--- config.mk ---
export PLATFORM = sky130hd
export DESIGN_NAME = monitor_media
export DESIGN_NICKNAME = d
export VERILOG_FILES = /design/src/rtl/monitor_pkg.sv /design/src/rtl/monitor_media_isteresi_allarme.sv /design/src/rtl/monitor_media.sv
export SDC_FILE = /design/constraint.sdc
export NUM_CORES = 1
export LEC_CHECK = 0
export ABC_AREA = 1
export BUFFER_PORTS_ARGS = -buffer_cell sky130_fd_sc_hd__clkbuf_2
export CORE_MARGIN = 4
export CORE_UTILIZATION = 60
export DETAILED_ROUTE_END_ITERATION = 16
export GPL_ROUTABILITY_DRIVEN = 0
export GPL_TIMING_DRIVEN = 0
export MAX_ROUTING_LAYER = met4
export PLACE_DENSITY_LB_ADDON = 0.1
export RECOVER_POWER = 50
export SLEW_MARGIN = 20
export SYNTH_ARGS = -nofsm -noshare
export SYNTH_HDL_FRONTEND = slang
export SYNTH_SLANG_ARGS = --single-unit
--- constraint.sdc ---
create_clock -name clock -period 3.1 [get_ports clock]
set_input_delay 0.465 -clock clock [delete_from_list [all_inputs] [get_ports clock]]
set_output_delay 0.465 -clock clock [all_outputs]
set_load 0.02 [all_outputs]
--- src/rtl/monitor_pkg.sv ---
// monitor_pkg: shared definitions for the monitor_media block.
//   state_t : handshake FSM encoding (S_IDLE=0, S_UPD=1, S_WAIT=2)
//   CNT_W   : width of the accepted-sample counter
//   DEB_W   : width of the alarm debounce counters
package monitor_pkg;

  typedef enum logic [1:0] {
    S_IDLE = 2'd0,
    S_UPD  = 2'd1,
    S_WAIT = 2'd2
  } state_t;

  localparam int CNT_W = 16;
  localparam int DEB_W = 4;

endpackage

--- src/rtl/monitor_media_isteresi_allarme.sv ---
// isteresi_allarme: debounced over-voltage alarm with hysteresis.
//   clock, reset : clock and synchronous active-high reset
//   en           : one-cycle strobe, high while the top FSM is in S_UPD
//   clr          : statistics clear (also clears the alarm when
//                  MONITOR_STICKY_ALARM_EN is defined)
//   sample       : the sample being applied during en
//   alarm        : registered alarm output
// Optional feature: MONITOR_STICKY_ALARM_EN makes the alarm latch until
// reset or clr; the low debounce counter keeps running but never clears it.
module isteresi_allarme
  import monitor_pkg::*;
#(
  parameter int N     = 8,
  parameter int TH_HI = 200,
  parameter int TH_LO = 150,
  parameter int DEB   = 3
) (
  input  logic         clock,
  input  logic         reset,
  input  logic         en,
  input  logic         clr,
  input  logic [N-1:0] sample,
  output logic         alarm
);

  localparam logic [DEB_W-1:0] DEB_V = DEB_W'(DEB);
  localparam logic [N-1:0]     HI_V  = N'(TH_HI);
  localparam logic [N-1:0]     LO_V  = N'(TH_LO);

  logic [DEB_W-1:0] hi_q, hi_d, hi_b;
  logic [DEB_W-1:0] lo_q, lo_d, lo_b;
  logic             alarm_q, alarm_d, alarm_b;

  always_comb begin
    // Base values: what the sample is applied on top of this cycle.
`ifdef MONITOR_STICKY_ALARM_EN
    hi_b    = clr ? '0   : hi_q;
    lo_b    = clr ? '0   : lo_q;
    alarm_b = clr ? 1'b0 : alarm_q;
`else
    hi_b    = hi_q;
    lo_b    = lo_q;
    alarm_b = alarm_q;
`endif
    hi_d    = hi_b;
    lo_d    = lo_b;
    alarm_d = alarm_b;
    if (en) begin
      // Thresholds are strict: samples equal to TH_HI or TH_LO reset both runs.
      if (sample > HI_V) begin
        hi_d = (hi_b >= DEB_V) ? DEB_V : hi_b + DEB_W'(1);
        lo_d = '0;
      end else if (sample < LO_V) begin
        lo_d = (lo_b >= DEB_V) ? DEB_V : lo_b + DEB_W'(1);
        hi_d = '0;
      end else begin
        hi_d = '0;
        lo_d = '0;
      end
      if (!alarm_b && hi_d == DEB_V) begin
        alarm_d = 1'b1;
      end
`ifndef MONITOR_STICKY_ALARM_EN
      else if (alarm_b && lo_d == DEB_V) begin
        alarm_d = 1'b0;
      end
`endif
    end
  end

`ifndef MONITOR_STICKY_ALARM_EN
  // clr has no effect on the alarm in the hysteresis build.
  logic unused_clr;
  assign unused_clr = clr;
`endif

  always_ff @(posedge clock) begin
    if (reset) begin
      hi_q    <= '0;
      lo_q    <= '0;
      alarm_q <= 1'b0;
    end else begin
      hi_q    <= hi_d;
      lo_q    <= lo_d;
      alarm_q <= alarm_d;
    end
  end

  assign alarm = alarm_q;

endmodule

--- src/rtl/monitor_media.sv ---
// monitor_media: consumer of the voltage averager; keeps last/min/max/count
// statistics and a debounced over-voltage alarm.
//   clock, reset : clock and synchronous active-high reset
//   dav_, avg    : producer data valid (active low) and sample
//   rfd          : ready for data to the producer (active high)
//   clr          : synchronous clear of vmin/vmax/cnt
//   last, vmin, vmax, cnt, alarm : registered statistics and alarm
//   dbg_state    : current FSM state, for observation only
// Handshake: a sample is taken on the first rising edge where rfd=1 and
// dav_=0; rfd then stays low until an edge sees dav_=1 again, so one
// dav_ low period always yields exactly one sample.
// Optional feature: MONITOR_STICKY_ALARM_EN (see isteresi_allarme).
module monitor_media
  import monitor_pkg::*;
#(
  parameter int N     = 8,
  parameter int TH_HI = 200,
  parameter int TH_LO = 150,
  parameter int DEB   = 3
) (
  input  logic             clock,
  input  logic             reset,
  input  logic             dav_,
  input  logic [N-1:0]     avg,
  output logic             rfd,
  input  logic             clr,
  output logic [N-1:0]     last,
  output logic [N-1:0]     vmin,
  output logic [N-1:0]     vmax,
  output logic [CNT_W-1:0] cnt,
  output logic             alarm,
  output logic [1:0]       dbg_state
);

  state_t           state_q;
  logic             rfd_q;
  logic [N-1:0]     last_q, vmin_q, vmax_q, vmin_d, vmax_d, vmin_b, vmax_b;
  logic [CNT_W-1:0] cnt_q, cnt_d, cnt_b;
  logic             upd;

  assign upd = (state_q == S_UPD);

  // clr reinitialises the stats first; a sample in S_UPD is then applied
  // on top, so a coincident clr leaves exactly that one sample counted.
  always_comb begin
    vmin_b = clr ? '1 : vmin_q;
    vmax_b = clr ? '0 : vmax_q;
    cnt_b  = clr ? '0 : cnt_q;
    vmin_d = vmin_b;
    vmax_d = vmax_b;
    cnt_d  = cnt_b;
    if (upd) begin
      vmin_d = (last_q < vmin_b) ? last_q : vmin_b;
      vmax_d = (last_q > vmax_b) ? last_q : vmax_b;
      cnt_d  = (cnt_b == '1) ? cnt_b : cnt_b + CNT_W'(1);
    end
  end

  always_ff @(posedge clock) begin
    if (reset) begin
      state_q <= S_IDLE;
      rfd_q   <= 1'b1;
      last_q  <= '0;
      vmin_q  <= '1;
      vmax_q  <= '0;
      cnt_q   <= '0;
    end else begin
      vmin_q <= vmin_d;
      vmax_q <= vmax_d;
      cnt_q  <= cnt_d;
      case (state_q)
        S_IDLE: begin
          if (!dav_) begin
            last_q  <= avg;
            rfd_q   <= 1'b0;
            state_q <= S_UPD;
          end
        end
        S_UPD: begin
          if (dav_) begin
            rfd_q   <= 1'b1;
            state_q <= S_IDLE;
          end else begin
            state_q <= S_WAIT;
          end
        end
        S_WAIT: begin
          if (dav_) begin
            rfd_q   <= 1'b1;
            state_q <= S_IDLE;
          end
        end
        default: begin
          rfd_q   <= 1'b1;
          state_q <= S_IDLE;
        end
      endcase
    end
  end

  isteresi_allarme #(
    .N     (N),
    .TH_HI (TH_HI),
    .TH_LO (TH_LO),
    .DEB   (DEB)
  ) u_isteresi_allarme (
    .clock  (clock),
    .reset  (reset),
    .en     (upd),
    .clr    (clr),
    .sample (last_q),
    .alarm  (alarm)
  );

  assign rfd       = rfd_q;
  assign last      = last_q;
  assign vmin      = vmin_q;
  assign vmax      = vmax_q;
  assign cnt       = cnt_q;
  assign dbg_state = state_q;

endmodule

==> results.toml, run 1 <==
[outcome]
outcome = "complete, no violations"

[min_path]
hp-class = "in2reg"
worstHoldPathCells = 3

[floorplan]
rows = 25
floorplan.die.width_um = 79.4
initial_core_util_pct = 63.6
io-pin-count = 56
chipHeight_um = 79.4
core_area_um2 = 4820
die_area_um2 = 6310

[placed_design]
hpwl_mm = 5.73
port_bufs = 53

[setup_path]
timing.critical_path.fanout_max = 10
worstSetupStartpointType = "input pin"
timing.reg2reg.worst_path_depth = 8
cp_top_family = "buffers and inverters"
critical_path_class = "in2reg"
cp.buffers_inverters = 5
crit_required_ns = 3.30
worstPathCellList = "buf_6 > clkinv_4 > buf_4 > buf_2 > nand2_1 > ha_1 > nand3_1 > nor3_1 > a31oi_1 > buf_2 > nand3_1 > nand2_1 > nor2_1"
data_arrival_time_of_the_critical_path_ns = 2.69
path_depth = 13
worst_path_max_delay_cell = "a31oi_1"
end_kind = "flop"
cpPeakStageDelay_ns = 0.42

[layout]
antenna_cells_inserted = 0
drive_gt1_share_pct = 7.98
area_growth_syn_to_layout_pct = 13.8
fillers = 439
fin_nets = 534

[clock_tree]
cts_root_buffer = "clkbuf_8"
cts.path.max_buffers = 2
post_cts_resized = 0
cts_inserted_buffers = 5
clkSlewWorstSetupHoldPaths_ns = 0.09
cts_hold_buf = 0
clock_sink_count = 52
cts_setup_buffers = 0
tritoncts = "built"
clock_insertion_delay_worst_skew_ns = 0.30
cts-htree-levels = 2

[sta]
post_route_setup_tns_ns = 0
fin_skew_ns = 0.00499
max-slew-margin-rel_pct = 62.9
rsz0062_at_grt = "no"
hold_ws_ns = 0.435
fin_crit_ns = 2.49
maxSlewViolCount = 0
period_share_pct = 80.2
worst-slew-pin-transition_ns = 0.554
timing.final.hold_violations = 0
fmaxAchievable_mhz = 402
timing.final.setup_violations = 0

[drt]
drt_antenna_net_count = 0
dr.max_layer_used = "met4"
routedWlPerCell_um = 13.4
routed_wirelength_mm = 7.60
wl_met1_mm = 3.57
detail_route.iter0.violations = 186
route.detailed.drc = 0
viasPerCell = 5.41
vias = 3074
met3RoutedLength_um = 430
drt_first_pass_iters = 5
met2WireLength_mm = 3.52

[power_and_ir_drop]
ir_drop_mv = 0.313
power.leakage_nw = 1.44
power.density_nw_per_um2 = 462

[yosys]
synthesis.area_um2 = 3060
synth_warnings = 0
ys_ff_latch = 52
number_of_enable_type_register_cells_in_the_synthesized_netlist = 0
async_flop_share_pct = 0
number_of_instances_in_the_synthesized_netlist = 441
syn-num-nets = 474
synth_cell_type_count = 34
yosysSeqAreaShare_pct = 34.0
syn_avg_cell_area_um2 = 6.94
synth_flop_cell = "dfxtp_1"

[global_routing]
grt_antenna_before_repair = 0
grt.total_usage_pct = 26.4
first_global_vias = 2910
first_pass_grt_wire_length_mm = 12.9
maximum_number_of_pins_on_one_net_before_global_route_repair = 16
global_route.overflow_total = 0

[run]
cap_violations = 0
==> placed cells by master, fill, tap and decap left out, drive strengths merged, types with 7 or more instances in the layout <==
| cell type | count |
|---|---|
| nand2 | 84 |
| clkbuf | 69 |
| inv | 53 |
| ha | 21 |
| a21boi | 7 |
| dfxtp | 52 |
| nand3 | 54 |
| nor2 | 72 |
| o21ai | 25 |
| a21oi | 33 |
==> sequential cells by signal, indices dropped and copies added (netlist names) <==
register and flops:
cnt 16, dbg_state 2, last 8, rfd 1, u_isteresi_allarme.alarm 1, u_isteresi_allarme.hi_b 4
u_isteresi_allarme.lo_b 4, vmax 8, vmin 8
==> final cells by class <==
cell class	count	area, um^2	area share [%]
Multi-Input combinational cell	318	1720	49.3
Sequential cell	52	1040	29.9
Inverter	55	211	6.07
Timing Repair Buffer	53	210	6.03
Buffer	16	90.1	2.59
Tap cell	67	83.8	2.41
Clock buffer	5	68.8	1.98
Clock inverter	2	60.1	1.72
==> kinds of logic after synthesis <==
| logic type | after synthesis | share of synthesized area (%) |
|---|---|---|
| xor gates and xnor gates | 5 | 1.43 |
| adders and majority gates | 21 | 8.58 |
| buffers and inverters | 71 | 9.89 |
| and+or+nand+nor | 223 | 34.0 |
| DFF | 52 | 34.0 |
| AOI/OAI and AO/OA | 69 | 12.1 |
==> report_power, final <==
group	switching, W	internal (W)	leakage, nW
logic	0.000225	0.000104	0.949
registers	0.0000361	0.000704	0.424
clock network	0.000224	0.000318	0.0642
total	0.000485	0.00113	1.44
==> worst register-to-register path, cell delays in order (launching register included) <==
cell	delay, ns
dfxtp_1	0.51
ha_1	0.32
nand3_1	0.12
nor3_1	0.06
a31oi_1	0.42
buf_2	0.31
nand3_1	0.11
nand2_1	0.09
nor2_1	0.05
==> path summary, 6_finish.rpt <==
path / slack [ns] / start / end
worst max-delay path: 0.61 / clr / vmax[3]$_SDFF_PP0_
worst min-delay path: 0.43 / avg[6] / last[6]$_SDFFE_PP0P_
worst max register to register: 1.02 / last[7]$_SDFFE_PP0P_ / vmax[3]$_SDFF_PP0_
worst min register to register: 0.44 / u_isteresi_allarme.lo_b[3]$_SDFFE_PP0N_ / u_isteresi_allarme.lo_b[3]$_SDFFE_PP0N_
==> stage by stage <==
stage	power, W	cell area [um^2]	util, %	setup WS, ns	cells
final	0.00161	3480	72.3	0.613	568
after global routing	0.00169	3480	72.3	0.428	568
after CTS	0.00163	3540	73.5	0.678	568
after detailed placement	0.00109	3410	70.8	0.363	561
after global placement	0.00108	3410	70.8	0.363	561
after floorplan	0.000986	3060	-	0.833	441
==> metal layers <==
metal | vias to the layer above | global-route usage [%]
met3 | 8 | 4.18
met4 | 0 | 7.39
met5 | - | -
met2 | 118 | 44.2
li1 | 1553 | -
met1 | 1395 | 33.1
==> cells in the mapped netlist (all sizes together), types with 5 or more instances <==
| cell | number | share of area [%] |
|---|---|---|
| nor2 | 72 | 9.5 |
| nand2 | 84 | 10 |
| a21oi | 33 | 5.4 |
| ha | 21 | 8.6 |
| clkbuf | 10 | 1.2 |
| dfxtp | 52 | 34 |
| inv | 53 | 6.5 |
| a21boi | 7 | 1.7 |
| nand3 | 54 | 10 |
| nand4 | 5 | 1.2 |
| buf | 6 | 1.8 |
| o21ai | 25 | 4.1 |
Power figures use the tool's default switching activity.
==> inputs of run 2 (changes only) <==
--- a/config.mk
+++ b/config.mk
@@ -5,10 +5,10 @@
 export SDC_FILE = /design/constraint.sdc
 export NUM_CORES = 1
 export LEC_CHECK = 0
-export ABC_AREA = 1
+export ABC_AREA = 0
 export BUFFER_PORTS_ARGS = -buffer_cell sky130_fd_sc_hd__clkbuf_2
 export CORE_MARGIN = 4
-export CORE_UTILIZATION = 60
+export CORE_UTILIZATION = 55
 export DETAILED_ROUTE_END_ITERATION = 16
 export GPL_ROUTABILITY_DRIVEN = 0
 export GPL_TIMING_DRIVEN = 0
==> constraint.sdc (replaced) <==
create_clock -name clock -period 2.6 [get_ports clock]
set_input_delay 0.39 -clock clock [delete_from_list [all_inputs] [get_ports clock]]
set_output_delay 0.39 -clock clock [all_outputs]
set_load 0.02 [all_outputs]
==> run 2 against run 1 <==
  * Via count fell by 18%
  * Largest cell class unchanged
  * Flip-flop and latch count did not move
  * Register-to-register slack got worse by 0.69 ns
  * Clock skew grew 0.0088 ns
  * Highest routed layer unchanged
  * Core utilization fell by 5.7 points
  * Largest power group unchanged
  * Clock-buffer cell count unchanged
  * Wire length is 12% lower
  * Non-clock buffer count is the same
==> results.toml, run 2 <==
[sta]
timing.final.setup_violations = 0
maxSlewViolCount = 0
worst-slew-pin-transition_ns = 0.664
max-slew-margin-rel_pct = 55.7
fin_crit_ns = 2.40
rsz0062_at_grt = "no"
timing.final.hold_violations = 0
fin_skew_ns = 0.0138
period_share_pct = 92.5
fmaxAchievable_mhz = 416

[clock_tree]
cts_root_buffer = "clkbuf_8"
tritoncts = "built"
cts_hold_buf = 0
cts_inserted_buffers = 5
clkSlewWorstSetupHoldPaths_ns = 0.10
cts.path.max_buffers = 2
cts_setup_buffers = 0
clock_sink_count = 52
clock_insertion_delay_worst_skew_ns = 0.32
cts-htree-levels = 2

[drt]
route.detailed.drc = 0
viasPerCell = 5.55
drt_antenna_net_count = 0
drt_first_pass_iters = 4
wl_met1_mm = 3.09
met3RoutedLength_um = 390
detail_route.iter0.violations = 127
routedWlPerCell_um = 14.7
met2WireLength_mm = 3.12
routed_wirelength_mm = 6.71
vias = 2524
dr.max_layer_used = "met4"

[yosys]
number_of_instances_in_the_synthesized_netlist = 325
syn_avg_cell_area_um2 = 8.62
yosysSeqAreaShare_pct = 37.2
post_synth_most_frequent_cells = "dfxtp_1 (52), nor2_1 (46), a21oi_1 (25)"
async_flop_share_pct = 0
synthesis.area_um2 = 2800
syn-num-nets = 358
yosysMostFrequentCell = "dfxtp_1"
number_of_enable_type_register_cells_in_the_synthesized_netlist = 0
synth_cell_type_count = 48
synth_flop_cell = "dfxtp_1"
post_synth_main_area_contributors = "dfxtp_1 (37%), ha_1 (9.4%), nor2_1 (6.2%)"
synth_top_cell_area_share_pct = 37.2
synth_warnings = 0
ys_ff_latch = 52
netlist.top_cell.by_area = "dfxtp_1"

[setup_path]
data_arrival_time_of_the_critical_path_ns = 2.67
worstPathCellList = "clkbuf_2 > buf_6 > clkbuf_2 > nand2b_1 > ha_1 > a211o_1 > a21oi_1 > nand3_1 > a2111oi_0 > a41o_1"
cp_top_family = "compound AO/OA/AOI/OAI gates"
timing.critical_path.fanout_max = 10
end_kind = "flop"
worst_path_max_delay_cell = "a2111oi_0"
critical_path_class = "in2reg"
timing.reg2reg.worst_path_depth = 6
cp.buffers_inverters = 3
worstSetupStartpointType = "input pin"
crit_required_ns = 2.87
path_depth = 10
critPathMostFrequentCell = "clkbuf_2"
cpPeakStageDelay_ns = 0.49

[layout]
area_growth_syn_to_layout_pct = 14.6
mostFrequentLayoutCell = "dfxtp_1"
fin_nets = 420
number_of_flip_flops_in_the_largest_register = 16
layout_common_cells = "dfxtp_1 (52), clkbuf_1 (50), nor2_1 (46)"
layoutNonFillerInstCount = 455
fillers = 464
antenna_cells_inserted = 0
drive_gt1_share_pct = 8.76

[run]
cap_violations = 0

[floorplan]
chipHeight_um = 79.4
die_area_um2 = 6300
core_area_um2 = 4820
initial_core_util_pct = 58.1
floorplan.die.width_um = 79.4
rows = 25
io-pin-count = 56

[global_routing]
global_route.overflow_total = 0
grt.total_usage_pct = 22.8
first_pass_grt_wire_length_mm = 11.0
grt_antenna_before_repair = 0
maximum_number_of_pins_on_one_net_before_global_route_repair = 17
first_global_vias = 2351

[power_and_ir_drop]
power.leakage_nw = 1.30
ir_drop_mv = 0.356
finalPower_w = 0.00165
power.density_nw_per_um2 = 514

[outcome]
outcome = "complete, no violations"

[min_path]
worstHoldPathCells = 3
hp-class = "in2reg"

[placed_design]
port_bufs = 55
dp_cells = 447
hpwl_mm = 4.99
[run 2: changes by cell type after synthesis, moves of 7 or more]
cell / previous run / this run
nor2b_1: 0 / 9
o21ai_1: 12 / 1
nand2b_1: 0 / 11
xnor2_1: 1 / 9
mux2i_1: 0 / 16
nor2_1: 66 / 46
nand2_1: 82 / 14
nand3_1: 47 / 13
a21boi_0: 7 / 0
nor3_1: 2 / 12
inv_1: 52 / 9
a21oi_1: 33 / 25
a21o_1: 0 / 10
[run 2: worst paths after layout]
check | startpoint | to | slack (ns)
setup / recovery | clr | vmax[0]$_SDFF_PP0_ | 0.20
setup reg to reg | last[5]$_SDFFE_PP0P_ | vmax[0]$_SDFF_PP0_ | 0.33
hold reg to reg | u_isteresi_allarme.hi_b[1]$_SDFFE_PP0N_ | u_isteresi_allarme.hi_b[1]$_SDFFE_PP0N_ | 0.48
hold / removal | avg[7] | last[7]$_SDFFE_PP0P_ | 0.31
[run 2: logic make-up after synthesis]
kind of cell	Yosys count	synth area share, %
multiplexers	16	5.72
buffers and inverters	23	3.35
XOR/XNOR	11	3.44
AND/OR/NAND/NOR	135	25.1
AO/OA/AOI/OAI	67	15.9
adder cells (fa/ha/maj)	21	9.38
flip-flops	52	37.2
[run 2: metal layers]
metal	vias to the layer above	global-route usage [%]
li1	1282	-
met1	1160	29.2
met2	71	35.9
met3	11	5.44
met4	0	7.04
met5	-	-
[run 2: through the flow]
step                setup TNS [ns]  util [%]  setup slack, ns  cell area, um^2  hold slack [ns]
global route                     0      66.6           0.0197             3210            0.327
global placement             -6.76      65.6           -0.581             3160            0.455
detailed placement           -6.91      65.6           -0.576             3160            0.467
CTS                              0      67.5           0.0203             3250            0.314
floorplan                        0         -            0.123             2800            0.445
finish                           0      66.6            0.196             3210            0.306
[run 2: cell type report]
type                    count  area (um^2)  area share (%)
clock buffers               5         68.8            2.14
flip-flops and latches     52         1040            32.4
multi-input cells         250         1680            52.2
well taps                  67         83.8            2.61
repair buffers             55          220            6.86
inverters                   9         33.8            1.05
clock inverters             3         18.8           0.585
plain buffers              14         66.3            2.07
[run 2: repair_timing]
action                     in CTS  in global routing
pin swaps                       0                  0
hold endpoints to repair        0                  0
setup endpoints to repair      11                 16
resized for setup               2                  9
[run 2: power breakdown]
part / leakage (nW) / switching (W) / internal (W)
registers: 0.423 / 0.0000429 / 0.000828
clock network: 0.0479 / 0.000286 / 0.000188
logic: 0.827 / 0.000196 / 0.000109
[run 2: worst reg2reg max path, cell delays in order, from the launching register on]
cell and delay (ns):
dfxtp_1 0.53, ha_1 0.31, a211o_1 0.26, a21oi_1 0.20, nand3_1 0.26, a2111oi_0 0.49
a41o_1 0.16
